<file path="config.mk">
export PLATFORM = sky130hd
export DESIGN_NAME = dac_tx_serializer
export DESIGN_NICKNAME = d
export VERILOG_FILES = /design/src/rtl/dac_tx_serializer_pkg.sv /design/src/rtl/dac_tx_serializer_sample_fifo.sv /design/src/rtl/dac_tx_serializer.sv
export SDC_FILE = /design/constraint.sdc
export NUM_CORES = 1
export LEC_CHECK = 0
export BUFFER_PORTS_ARGS = -buffer_cell sky130_fd_sc_hd__buf_2
export CORE_UTILIZATION = 50
export CTS_CLUSTER_DIAMETER = 60
export DETAILED_ROUTE_END_ITERATION = 10
export PLACE_DENSITY = 0.68
export SLEW_MARGIN = 10
export SYNTH_ARGS = -nofsm -noshare
export SYNTH_HDL_FRONTEND = slang
export SYNTH_SLANG_ARGS = --single-unit
</file>
<file path="constraint.sdc">
create_clock -name clk -period 2.33 [get_ports clk]
set_input_delay 0.1165 -clock clk [delete_from_list [all_inputs] [get_ports clk]]
set_output_delay 0.1165 -clock clk [all_outputs]
set_load 0.01 [all_outputs]
</file>
<file path="src/rtl/dac_tx_serializer_pkg.sv">
// Shared types and width helpers for the DAC transmit serializer.
package dac_tx_serializer_pkg;

  typedef enum logic [1:0] {StIdle, StShift, StGap} tx_state_t;

  localparam int unsigned SentW = 12;

  // Counter width for a 0..n-1 count; never narrower than one bit.
  function automatic int unsigned cnt_w(input int unsigned n);
    return (n > 1) ? $clog2(n) : 1;
  endfunction

  // Occupancy needs to represent 0..depth inclusive.
  function automatic int unsigned occ_w(input int unsigned depth);
    return $clog2(depth) + 1;
  endfunction

endpackage

</file>
<file path="src/rtl/dac_tx_serializer_sample_fifo.sv">
// Small sample FIFO between the DSP chain and the serializer FSM.
module dac_tx_serializer_sample_fifo
  import dac_tx_serializer_pkg::*;
#(
  parameter int unsigned Win   = 16,
  parameter int unsigned DEPTH = 4
) (
  input  logic                      clk,
  input  logic                      rst,
  input  logic                      wr_en,
  input  logic [Win-1:0]            wr_data,
  input  logic                      pop,
  output logic [Win-1:0]            head,
  output logic                      empty,
  output logic                      full,
  output logic [occ_w(DEPTH)-1:0]   count
);

  localparam int unsigned PtrW = $clog2(DEPTH);
  localparam int unsigned OccW = occ_w(DEPTH);

  logic [Win-1:0]  mem [DEPTH];
  logic [PtrW-1:0] wr_ptr;
  logic [PtrW-1:0] rd_ptr;
  logic            push;
  logic            do_pop;

  // Full is judged on last cycle's occupancy, so a same-cycle pop frees nothing.
  assign full   = (count == OccW'(DEPTH));
  assign empty  = (count == '0);
  assign push   = wr_en & ~full;
  assign do_pop = pop & ~empty;
  assign head   = mem[rd_ptr];

  always_ff @(posedge clk) begin
    if (rst) begin
      wr_ptr <= '0;
      rd_ptr <= '0;
      count  <= '0;
    end else begin
      if (push) begin
        wr_ptr <= wr_ptr + 1'b1;
      end
      if (do_pop) begin
        rd_ptr <= rd_ptr + 1'b1;
      end
      count <= count + OccW'(push) - OccW'(do_pop);
    end
  end

  always_ff @(posedge clk) begin
    if (!rst && push) begin
      mem[wr_ptr] <= wr_data;
    end
  end

endmodule

</file>
<file path="src/rtl/dac_tx_serializer.sv">
// Buffers parallel DSP samples and shifts them MSB-first over a 3-wire DAC link.
module dac_tx_serializer
  import dac_tx_serializer_pkg::*;
#(
  parameter int unsigned Win   = 16,
  parameter int unsigned DIV   = 4,
  parameter int unsigned DEPTH = 4
) (
  input  logic             clk,
  input  logic             rst,
  input  logic [Win-1:0]   data_in,
  input  logic             val_in,
  output logic             rdy_out,
  output logic             sclk,
  output logic             sdo,
  output logic             cs_n,
  output logic             busy,
  output logic             overflow,
  output logic [SentW-1:0] sent_cnt
);

  localparam int unsigned DivW = cnt_w(DIV);
  localparam int unsigned BitW = cnt_w(Win);
  localparam int unsigned OccW = occ_w(DEPTH);
  localparam logic [DivW-1:0] DivLast = DivW'(DIV - 1);
  localparam logic [BitW-1:0] BitLast = BitW'(Win - 1);

  tx_state_t       state;
  logic [DivW-1:0] divcnt;
  logic [BitW-1:0] bitcnt;
  logic [Win-1:0]  shreg;

  logic            fifo_empty;
  logic            fifo_full;
  logic            pop;
  logic [Win-1:0]  fifo_head;
  logic [OccW-1:0] fifo_count;

  assign pop     = (state == StIdle) & ~fifo_empty;
  assign rdy_out = ~fifo_full;
  assign busy    = (state != StIdle) | (fifo_count != '0);

  dac_tx_serializer_sample_fifo #(
    .Win   (Win),
    .DEPTH (DEPTH)
  ) u_sample_fifo (
    .clk     (clk),
    .rst     (rst),
    .wr_en   (val_in),
    .wr_data (data_in),
    .pop     (pop),
    .head    (fifo_head),
    .empty   (fifo_empty),
    .full    (fifo_full),
    .count   (fifo_count)
  );

  always_ff @(posedge clk) begin
    if (rst) begin
      state    <= StIdle;
      sclk     <= 1'b0;
      sdo      <= 1'b0;
      cs_n     <= 1'b1;
      divcnt   <= '0;
      bitcnt   <= '0;
      shreg    <= '0;
      sent_cnt <= '0;
      overflow <= 1'b0;
    end else begin
      if (val_in && fifo_full) begin
        overflow <= 1'b1;
      end
      unique case (state)
        StIdle: begin
          if (!fifo_empty) begin
            shreg  <= fifo_head;
            sdo    <= fifo_head[Win-1];
            cs_n   <= 1'b0;
            sclk   <= 1'b0;
            divcnt <= '0;
            bitcnt <= '0;
            state  <= StShift;
          end
        end
        StShift: begin
          if (divcnt == DivLast) begin
            divcnt <= '0;
            sclk   <= ~sclk;
            // Data only moves on the falling toggle; the DAC samples on the rise.
            if (sclk) begin
              if (bitcnt == BitLast) begin
                cs_n     <= 1'b1;
                sdo      <= 1'b0;
                sent_cnt <= sent_cnt + 1'b1;
                state    <= StGap;
              end else begin
                bitcnt <= bitcnt + 1'b1;
                shreg  <= {shreg[Win-2:0], 1'b0};
                sdo    <= shreg[Win-2];
              end
            end
          end else begin
            divcnt <= divcnt + 1'b1;
          end
        end
        StGap: begin
          if (divcnt == DivLast) begin
            divcnt <= '0;
            state  <= StIdle;
          end else begin
            divcnt <= divcnt + 1'b1;
          end
        end
        default: state <= StIdle;
      endcase
    end
  end

endmodule
</file>
==> reports/results.tsv, run 1 <==
metric	value	unit
p_seq_frac	0.462	
io_buffers	36	
min_to	u_sample_fifo.wr_ptr[1]	
dr.pass1.iters	8	
synth_edf_count	64	
postSynthAreaPerCell	13.9	µm²
layout.cells.most_common	edfxtp_1	
grt.overflow.total	0	
cts_sinks	112	
grt_max_degree	32	
criticalPathCategory	reg2reg	
yosys_warnings	0	
hp-start	rst	
regToRegStartpoint	u_sample_fifo.count[1]	
failed_checks	DRC	
cp_max_fo	5	
root_buffer	clkbuf_8	
cts_max_level	3	
crit_required	2580	ps
drtAntennaViolNets	0	
final_cell_mix	edfxtp_1 (64), dfxtp_1 (46), buf_2 (36), nor2_1 (20), buf_4 (20)	
power.total	5.48	mW
syn_area	4620	µm²
syn-num-nets	364	
numCtsBuffers	9	
synth_ff_type	edfxtp_1	
start_util	0.522	
final_nets	430	
tns	0	ps
p_comb_frac	0.329	
vias_per_cell	5.57	
tritoncts	built	
rows	34	
grt_first_pass_wirelength	13400	µm
worstPathArrival	2420	ps
p_int	3.74	mW
first_iter_violations	107	
p_sw	1.75	mW
slew_headroom	0.589	
place_area	5000	µm²
drc	4	
reg2reg_to	u_sample_fifo.count[2]	
clockBufferDepth	2	
wl	8330	µm
setup_viol	0	
rsz0062_at_grt	no	
drv_slew	0	
vias	2840	
clock_power_share	0.209	
fmax	0.461	GHz
yosys.cell_types.count	45	
ff2ff_path_depth	8	
fp.dieArea	9620	µm²
routedWlPerCell	16.3	µm
worst_setup_path_end_kind	register	
ys_seq_elements	112	
worstMarginPinSlew	617	ps
fin_area	5390	µm²
syn_to_final_growth	16.7	%
die_h	98.1	µm
place_congestion	0.788	
status	finished, violations left	
irDropWorstVdd	0.432	mV
clk_pin_slew	110	ps
grt_pass1_vias	2813	
finalCritPeriodShare	0.930	
period_needed	2170	ps
swShare	0.318	
die_x	98.1	µm
synthArstFlopShare	0	
drive_above_1_share	0.276	
power_leakage	1.96	nW
drv_cap	0	
timing_hold_violations_final	0	
syn_inst	331	
fin_skew	10.6	ps
critPathLaunchType	register	
hold_class	in2reg	
whs_path_depth	2	
grt_usage	0.183	
r2r_setup_slack	160	ps
clk_latency	370	ps
core	8850	µm²
boundaryPins	37	
antenna_found_initial	0	
diodes	0	
yosysSeqAreaShare	0.625	
place_hpwl	5420	µm
pwr_density_cell	1020	nW/µm²
state kept, by name, summed over array words and instances (netlist names), named ones only:
signal,count
bitcnt,4
cs_n,1
divcnt,2
overflow,1
sclk,1
sdo,1
sent_cnt,12
shreg,15
state,2
u_sample_fifo.count,3
u_sample_fifo.mem,64
u_sample_fifo.rd_ptr,2
u_sample_fifo.wr_ptr,2
power by group through the flow:
stage | sequential [mW] | combinational, mW | clock (mW)
2_1_floorplan | 2.53 | 1.27 | 0
3_3_place_gp | 2.55 | 1.72 | 0
3_5_place_dp | 2.56 | 1.75 | 0
4_1_cts | 2.52 | 1.77 | 1.18
5_1_grt | 2.56 | 1.98 | 1.25
6_report | 2.53 | 1.81 | 1.15
what timing repair did:
| item | CTS | global route |
|---|---|---|
| gates resized for setup | 0 | 5 |
| hold buffers | 16 | 0 |
| hold endpoints to repair | 64 | 0 |
| endpoints found under the setup margin | 0 | 15 |
| setup buffers | 0 | 1 |
synth_stat cells (all sizes together), types with 10 or more instances:
master / n / area [µm²]
edfxtp: 64 / 1920
mux4: 16 / 360
a21oi: 15 / 75.1
clkbuf: 10 / 37.5
nand2: 10 / 37.5
inv: 12 / 45.0
dfxtp: 48 / 961
o21ai: 16 / 80.1
mux2: 14 / 158
a22o: 14 / 123
nor2: 20 / 75.1
ha: 13 / 163
how the worst max path moves through the flow:
| stage | from | to | cells after the start |
|---|---|---|---|
| floorplan | u_sample_fifo.count[2] | u_sample_fifo.count[2] | 8 |
| global placement | u_sample_fifo.count[2] | u_sample_fifo.count[2] | 8 |
| detailed placement | state[0] | shreg[2] | 7 |
| CTS | state[0] | shreg[5] | 7 |
| global route | state[1] | u_sample_fifo.count[2] | 10 |
| finish | u_sample_fifo.count[1] | u_sample_fifo.count[2] | 8 |
metrics by stage:
step | util | setup slack, ps | instances | hold WS, ps
2_1_floorplan | - | 204 | 331 | 215
3_3_place_gp | 0.565 | 179 | 477 | 328
3_5_place_dp | 0.565 | 116 | 477 | 336
4_1_cts | 0.606 | 87.3 | 509 | 0.581
5_1_grt | 0.609 | 4.75 | 510 | 39.4
6_report | 0.609 | 162 | 510 | 30.7
layer usage:
layer / up-vias / global-route usage / part of all wire / wire length (µm)
li1: 1376 / - / - / -
met1: 1388 / 0.240 / 0.47 / 3910
met2: 64 / 0.306 / 0.49 / 4050
met3: 12 / 0.0286 / 0.029 / 242
met4: 0 / 0.0711 / 0.015 / 128
met5: - / 0 / 0 / 0
critical path, stage by stage (launching register included):
cell	delay [ps]
dfxtp_1	400
or3b_2	530
nand2_2	130
inv_1	50
ha_1	210
fa_1	400
xnor2_2	150
xnor2_1	130
nor2_1	50
final cells by class:
type                    instances  area [µm²]
multi-input cells             190        1630
repair buffers                 72         490
inverters                      12        45.0
clock buffers                   9         124
well taps                     108         135
flip-flops and latches        112        2890
fillers                       709        3460
clock inverters                 7        78.8
cells by family after synthesis:
family                     count (synthesis)  share of synthesized area
and+or+nand+nor                           77                     0.0933
buffers and inverters                     29                     0.0255
adders and majority gates                 14                     0.0396
xor gates and xnor gates                  12                     0.0228
AOI/OAI and AO/OA                         57                     0.0821
muxes                                     30                      0.112
DFF                                      112                      0.625
Note: power is estimated with default switching activity, not from simulation.
==> run 2, diff against run 1 <==
- ABC_AREA: unset -> 1
==> run 2 against run 1 <==
  * The flow now finishes without violations
  * Cell count up 42%
  * Sequential share of layout area down 1.5 points
  * Synthesized area up 5.8%
  * Combinational power up 15%
  * Cell area up 2.7%
  * Via count up 26%
  * Sequential power about the same
  * Global-route usage up 2.0 points
  * Wire length up 12%
  * Register-to-register slack better by 50 ps
  * Maximum frequency up 2.6%
==> reports/results.tsv, run 2 <==
metric	value	unit
status	finished clean	
yosys_warnings	0	
fmax	0.473	GHz
regMostFlops	u_sample_fifo.mem	
syn_to_final_growth	13.3	%
boundaryPins	37	
grt_usage	0.203	
diodes	0	
root_buffer	clkbuf_8	
vias_per_cell	4.93	
numCtsBuffers	9	
criticalPathCategory	reg2reg	
ctsResizeCount	0	
vias	3582	
io_buffers	36	
cts_sinks	112	
timing_hold_violations_final	0	
worstMarginPinSlew	586	ps
cts_max_level	3	
synth_ff_type	edfxtp_1	
final_nets	625	
crit_required	2580	ps
grt_max_degree	35	
final_cell_mix	nand2_1 (153), nor2_1 (76), edfxtp_1 (64), dfxtp_1 (48), a21oi_1 (47)	
grt_first_pass_wirelength	15900	µm
synth_edf_count	64	
slew_headroom	0.609	
clockBufferDepth	2	
drv_cap	0	
final_cells	726	
tritoncts	built	
wl	9340	µm
power_leakage	2.29	nW
synthArstFlopShare	0	
grt.overflow.total	0	
power.total	5.78	mW
die_x	101	µm
pwr_density_cell	1040	nW/µm²
dp.cells	694	
synth_top_area_share	0.393	
setup_viol	0	
drc	0	
num-fill-cells	856	
hold_class	in2reg	
fin_area	5530	µm²
rsz0062_at_grt	no	
syn-num-nets	575	
place_hpwl	5780	µm
first_iter_violations	183	
clk_latency	370	ps
synth.most_common_cell	nand2_1	
largest_register_ffs	64	
rows	35	
place_congestion	0.733	
antenna_found_initial	0	
syn_inst	542	
reg.largest.list	u_sample_fifo.mem (64), shreg (15), sent_cnt (12)	
layout.cells.most_common	nand2_1	
worstPathArrival	2370	ps
cp_max_fo	5	
core	9370	µm²
postSynthAreaPerCell	9.01	µm²
die_h	101	µm
yosys.cell_types.count	29	
grt_pass1_vias	3513	
fin_skew	13.4	ps
period_needed	2110	ps
dr.pass1.iters	4	
worst_setup_path_end_kind	register	
yosysSeqAreaShare	0.590	
syn_area	4880	µm²
synth_commonest_cells	nand2_1 (153), nor2_1 (76), edfxtp_1 (64), dfxtp_1 (48), a21oi_1 (47)	
clk_pin_slew	100	ps
netlist.top_cell.by_area	edfxtp_1	
place_area	5170	µm²
critPathLaunchType	register	
drv_slew	0	
ys_seq_elements	112	
yosys-top-cells-area	edfxtp_1 (39%), dfxtp_1 (20%), nand2_1 (12%)	
drive_above_1_share	0.121	
routedWlPerCell	12.9	µm
drtAntennaViolNets	0	
fp.dieArea	10200	µm²
tns	0	ps
irDropWorstVdd	0.545	mV
start_util	0.521	
finalCritPeriodShare	0.907	
==> run 2: cell types whose count changed after synthesis, moves of 5 or more <==
cell / before / now
mux2_2: 14 / 0
inv_1: 12 / 40
xnor2_1: 7 / 0
nand2_1: 10 / 153
a21oi_1: 15 / 47
nand3_1: 7 / 32
nor2b_1: 7 / 0
and2_1: 5 / 0
a22o_1: 14 / 0
mux4_2: 16 / 0
nor2_1: 20 / 76
o21ai_1: 0 / 6
==> run 2: power by group <==
group / switching [mW] / internal (mW) / leakage [nW]
Clock: 0.659 / 0.507 / 0.0983
Sequential: 0.167 / 2.36 / 0.974
Combinational: 1.37 / 0.712 / 1.22
==> run 2: stage by stage <==
step / hold WS, ps / util / setup WS (ps)
after detailed placement: 339 / 0.552 / 245
after global placement: 330 / 0.552 / 297
after global routing: 48.2 / 0.590 / 86.1
after CTS: 15.1 / 0.590 / 216
final: 17.7 / 0.590 / 217
after floorplan: 202 / - / 337
==> run 2: logic make-up after synthesis <==
family,synth area share
buffers and inverters,0.0579
AND/OR/NAND/NOR,0.233
XOR/XNOR,0.00359
adder cells (fa/ha/maj),0.0374
flip-flops,0.590
AO/OA/AOI/OAI,0.0776
==> run 2: metal layers <==
metal	up-vias	wire, µm	GRT usage
met5	-	0	0
met4	0	127	0.0647
met3	9	311	0.0347
met2	51	4530	0.359
met1	1656	4370	0.253
li1	1866	-	-
==> run 2: worst max-delay path, cell delays in order (launching register included) <==
cell and delay, ps:
dfxtp_1 380, inv_1 90, ha_1 250, a21boi_2 200, ha_1 280, inv_1 40
ha_1 180, fa_1 370, xor2_1 150, nor2_1 50
==> run 2: path summary, 6_finish.rpt <==
kind,start,endpoint,slack (ps),cells past startpoint
max,state[1],u_sample_fifo.count[2],220,9
min,val_in,overflow,20,3
max reg2reg,state[1],u_sample_fifo.count[2],220,9
min reg2reg,overflow,overflow,460,2
==> run 2: layout make-up <==
class                   count  area [µm²]  area share
clock buffers               9         124      0.0224
clock inverters             7        76.3      0.0138
flip-flops and latches    112        2880       0.521
inverters                  43         161      0.0292
well taps                 129         161      0.0292
multi-input cells         365        1720       0.311
repair buffers             61         408      0.0737
==> run 2: timing repair <==
| item | 4_1_cts | 5_1_grt |
|---|---|---|
| buffers inserted | 0 | 0 |
| hold endpoints to repair | 64 | 0 |
| hold buffers | 16 | 0 |
==> run 3, diff against run 2 <==
- RECOVER_POWER: unset -> 25
==> run 3 against run 2 <==
  * Total power up 0.19%
  * Register-to-register slack hardly changed
  * Maximum frequency barely moved
  * Critical path type unchanged
  * Largest cell class unchanged
==> reports/results.tsv, run 3 (synthesis results as in run 2) <==
metric	value	unit
p_int	3.57	mW
reg2reg_to	u_sample_fifo.count[2]	
worstPathArrival	2370	ps
fp.dieArea	10200	µm²
clk_latency	370	ps
critPathLaunchType	register	
fmax	0.473	GHz
criticalPathCategory	reg2reg	
start_util	0.521	
ff2ff_path_depth	9	
p_sw	2.21	mW
drtAntennaViolNets	0	
antenna_found_initial	0	
regMostFlops	u_sample_fifo.mem	
holdWs	17.8	ps
vias	3611	
swShare	0.383	
final_cells	726	
dp.cells	694	
place_hpwl	5780	µm
grt_first_pass_wirelength	15900	µm
worstMarginPinSlew	576	ps
diodes	0	
irDropWorstVdd	0.547	mV
p_comb_frac	0.362	
first_iter_violations	182	
finalCritPeriodShare	0.907	
rows	35	
io_buffers	36	
dr.pass1.iters	4	
final_nets	625	
core	9370	µm²
setup_viol	0	
place_congestion	0.733	
period_needed	2110	ps
crit_required	2580	ps
grt.overflow.total	0	
hp-start	val_in	
drv_slew	0	
die_x	101	µm
timing_hold_violations_final	0	
routedWlPerCell	12.9	µm
p_seq_frac	0.436	
clock_power_share	0.203	
min_to	overflow	
slew_headroom	0.616	
final_cell_mix	nand2_1 (153), nor2_1 (76), edfxtp_1 (64), dfxtp_1 (48), a21oi_1 (47)	
drc	0	
regToRegStartpoint	state[1]	
hold_class	in2reg	
tns	0	ps
pwr_density_cell	1050	nW/µm²
layout.cells.most_common	nand2_1	
reg.largest.list	u_sample_fifo.mem (64), shreg (15), sent_cnt (12)	
worst_setup_path_end_kind	register	
drive_above_1_share	0.0988	
fin_area	5520	µm²
root_buffer	clkbuf_8	
drv_cap	0	
numCtsBuffers	9	
wl	9360	µm
startpoint	state[1]	
grt_pass1_vias	3513	
cts_setup_buffers	0	
vias_per_cell	4.97	
grt_usage	0.203	
fin_skew	14.3	ps
clockBufferDepth	2	
power_leakage	2.25	nW
whs_path_depth	3	
final_core_util	0.589	
cts_sinks	112	
grt_max_degree	35	
tritoncts	built	
rsz0062_at_grt	no	
boundaryPins	37	
cts_max_level	3	
place_area	5170	µm²
status	finished clean	
largest_register_ffs	64	
r2r_setup_slack	220	ps
syn_to_final_growth	12.9	%
clk_pin_slew	100	ps
die_h	101	µm
cp_max_fo	5	
-- run 3: worst max-delay path by stage --
stage / endpoint / cells past startpoint / slack [ps]
floorplan: u_sample_fifo.count[2] / 9 / 340
global placement: u_sample_fifo.count[2] / 9 / 300
detailed placement: u_sample_fifo.count[2] / 9 / 250
CTS: u_sample_fifo.count[2] / 9 / 220
global route: u_sample_fifo.count[2] / 9 / 90
finish: u_sample_fifo.count[2] / 9 / 220
-- run 3: timing repair --
action / CTS / global route
hold buffers: 16 / 0
endpoints found under the hold margin: 64 / 0
resized for setup: 0 / 0
-- run 3: metal layers --
layer,share of wire,wire length [µm],vias to the layer above,track usage
met5,0,0,-,0
met4,0.014,127,0,0.0647
met3,0.028,266,9,0.0347
met2,0.49,4550,42,0.359
met1,0.47,4420,1696,0.253
li1,-,-,1864,-
-- run 3: cell type report --
type / instances / area, µm²
Tap cell: 129 / 161
Sequential cell: 112 / 2880
Inverter: 43 / 161
Timing Repair Buffer: 61 / 392
Multi-Input combinational cell: 365 / 1720
Clock inverter: 7 / 76.3
Clock buffer: 9 / 124
Fill cell: 857 / 3850
-- run 3: critical path, stage by stage, from the launching register on --
cell	delay, ps
dfxtp_1	380
inv_1	90
ha_1	250
a21boi_2	200
ha_1	280
inv_1	40
ha_1	180
fa_1	370
xor2_1	150
nor2_1	50
-- run 3: through the flow --
step	setup slack, ps	power (mW)
6_report	218	5.79
5_1_grt	86.1	6.28
4_1_cts	216	5.85
3_5_place_dp	245	4.64
3_3_place_gp	297	4.57
2_1_floorplan	337	4.25
-- run 3: power by group through the flow --
stage               Combinational (mW)  Clock, mW  Sequential [mW]
finish                            2.09       1.17             2.52
global route                      2.46       1.26             2.56
CTS                               2.12       1.21             2.52
detailed placement                2.08          0             2.56
global placement                  2.02          0             2.55
floorplan                         1.73          0             2.52
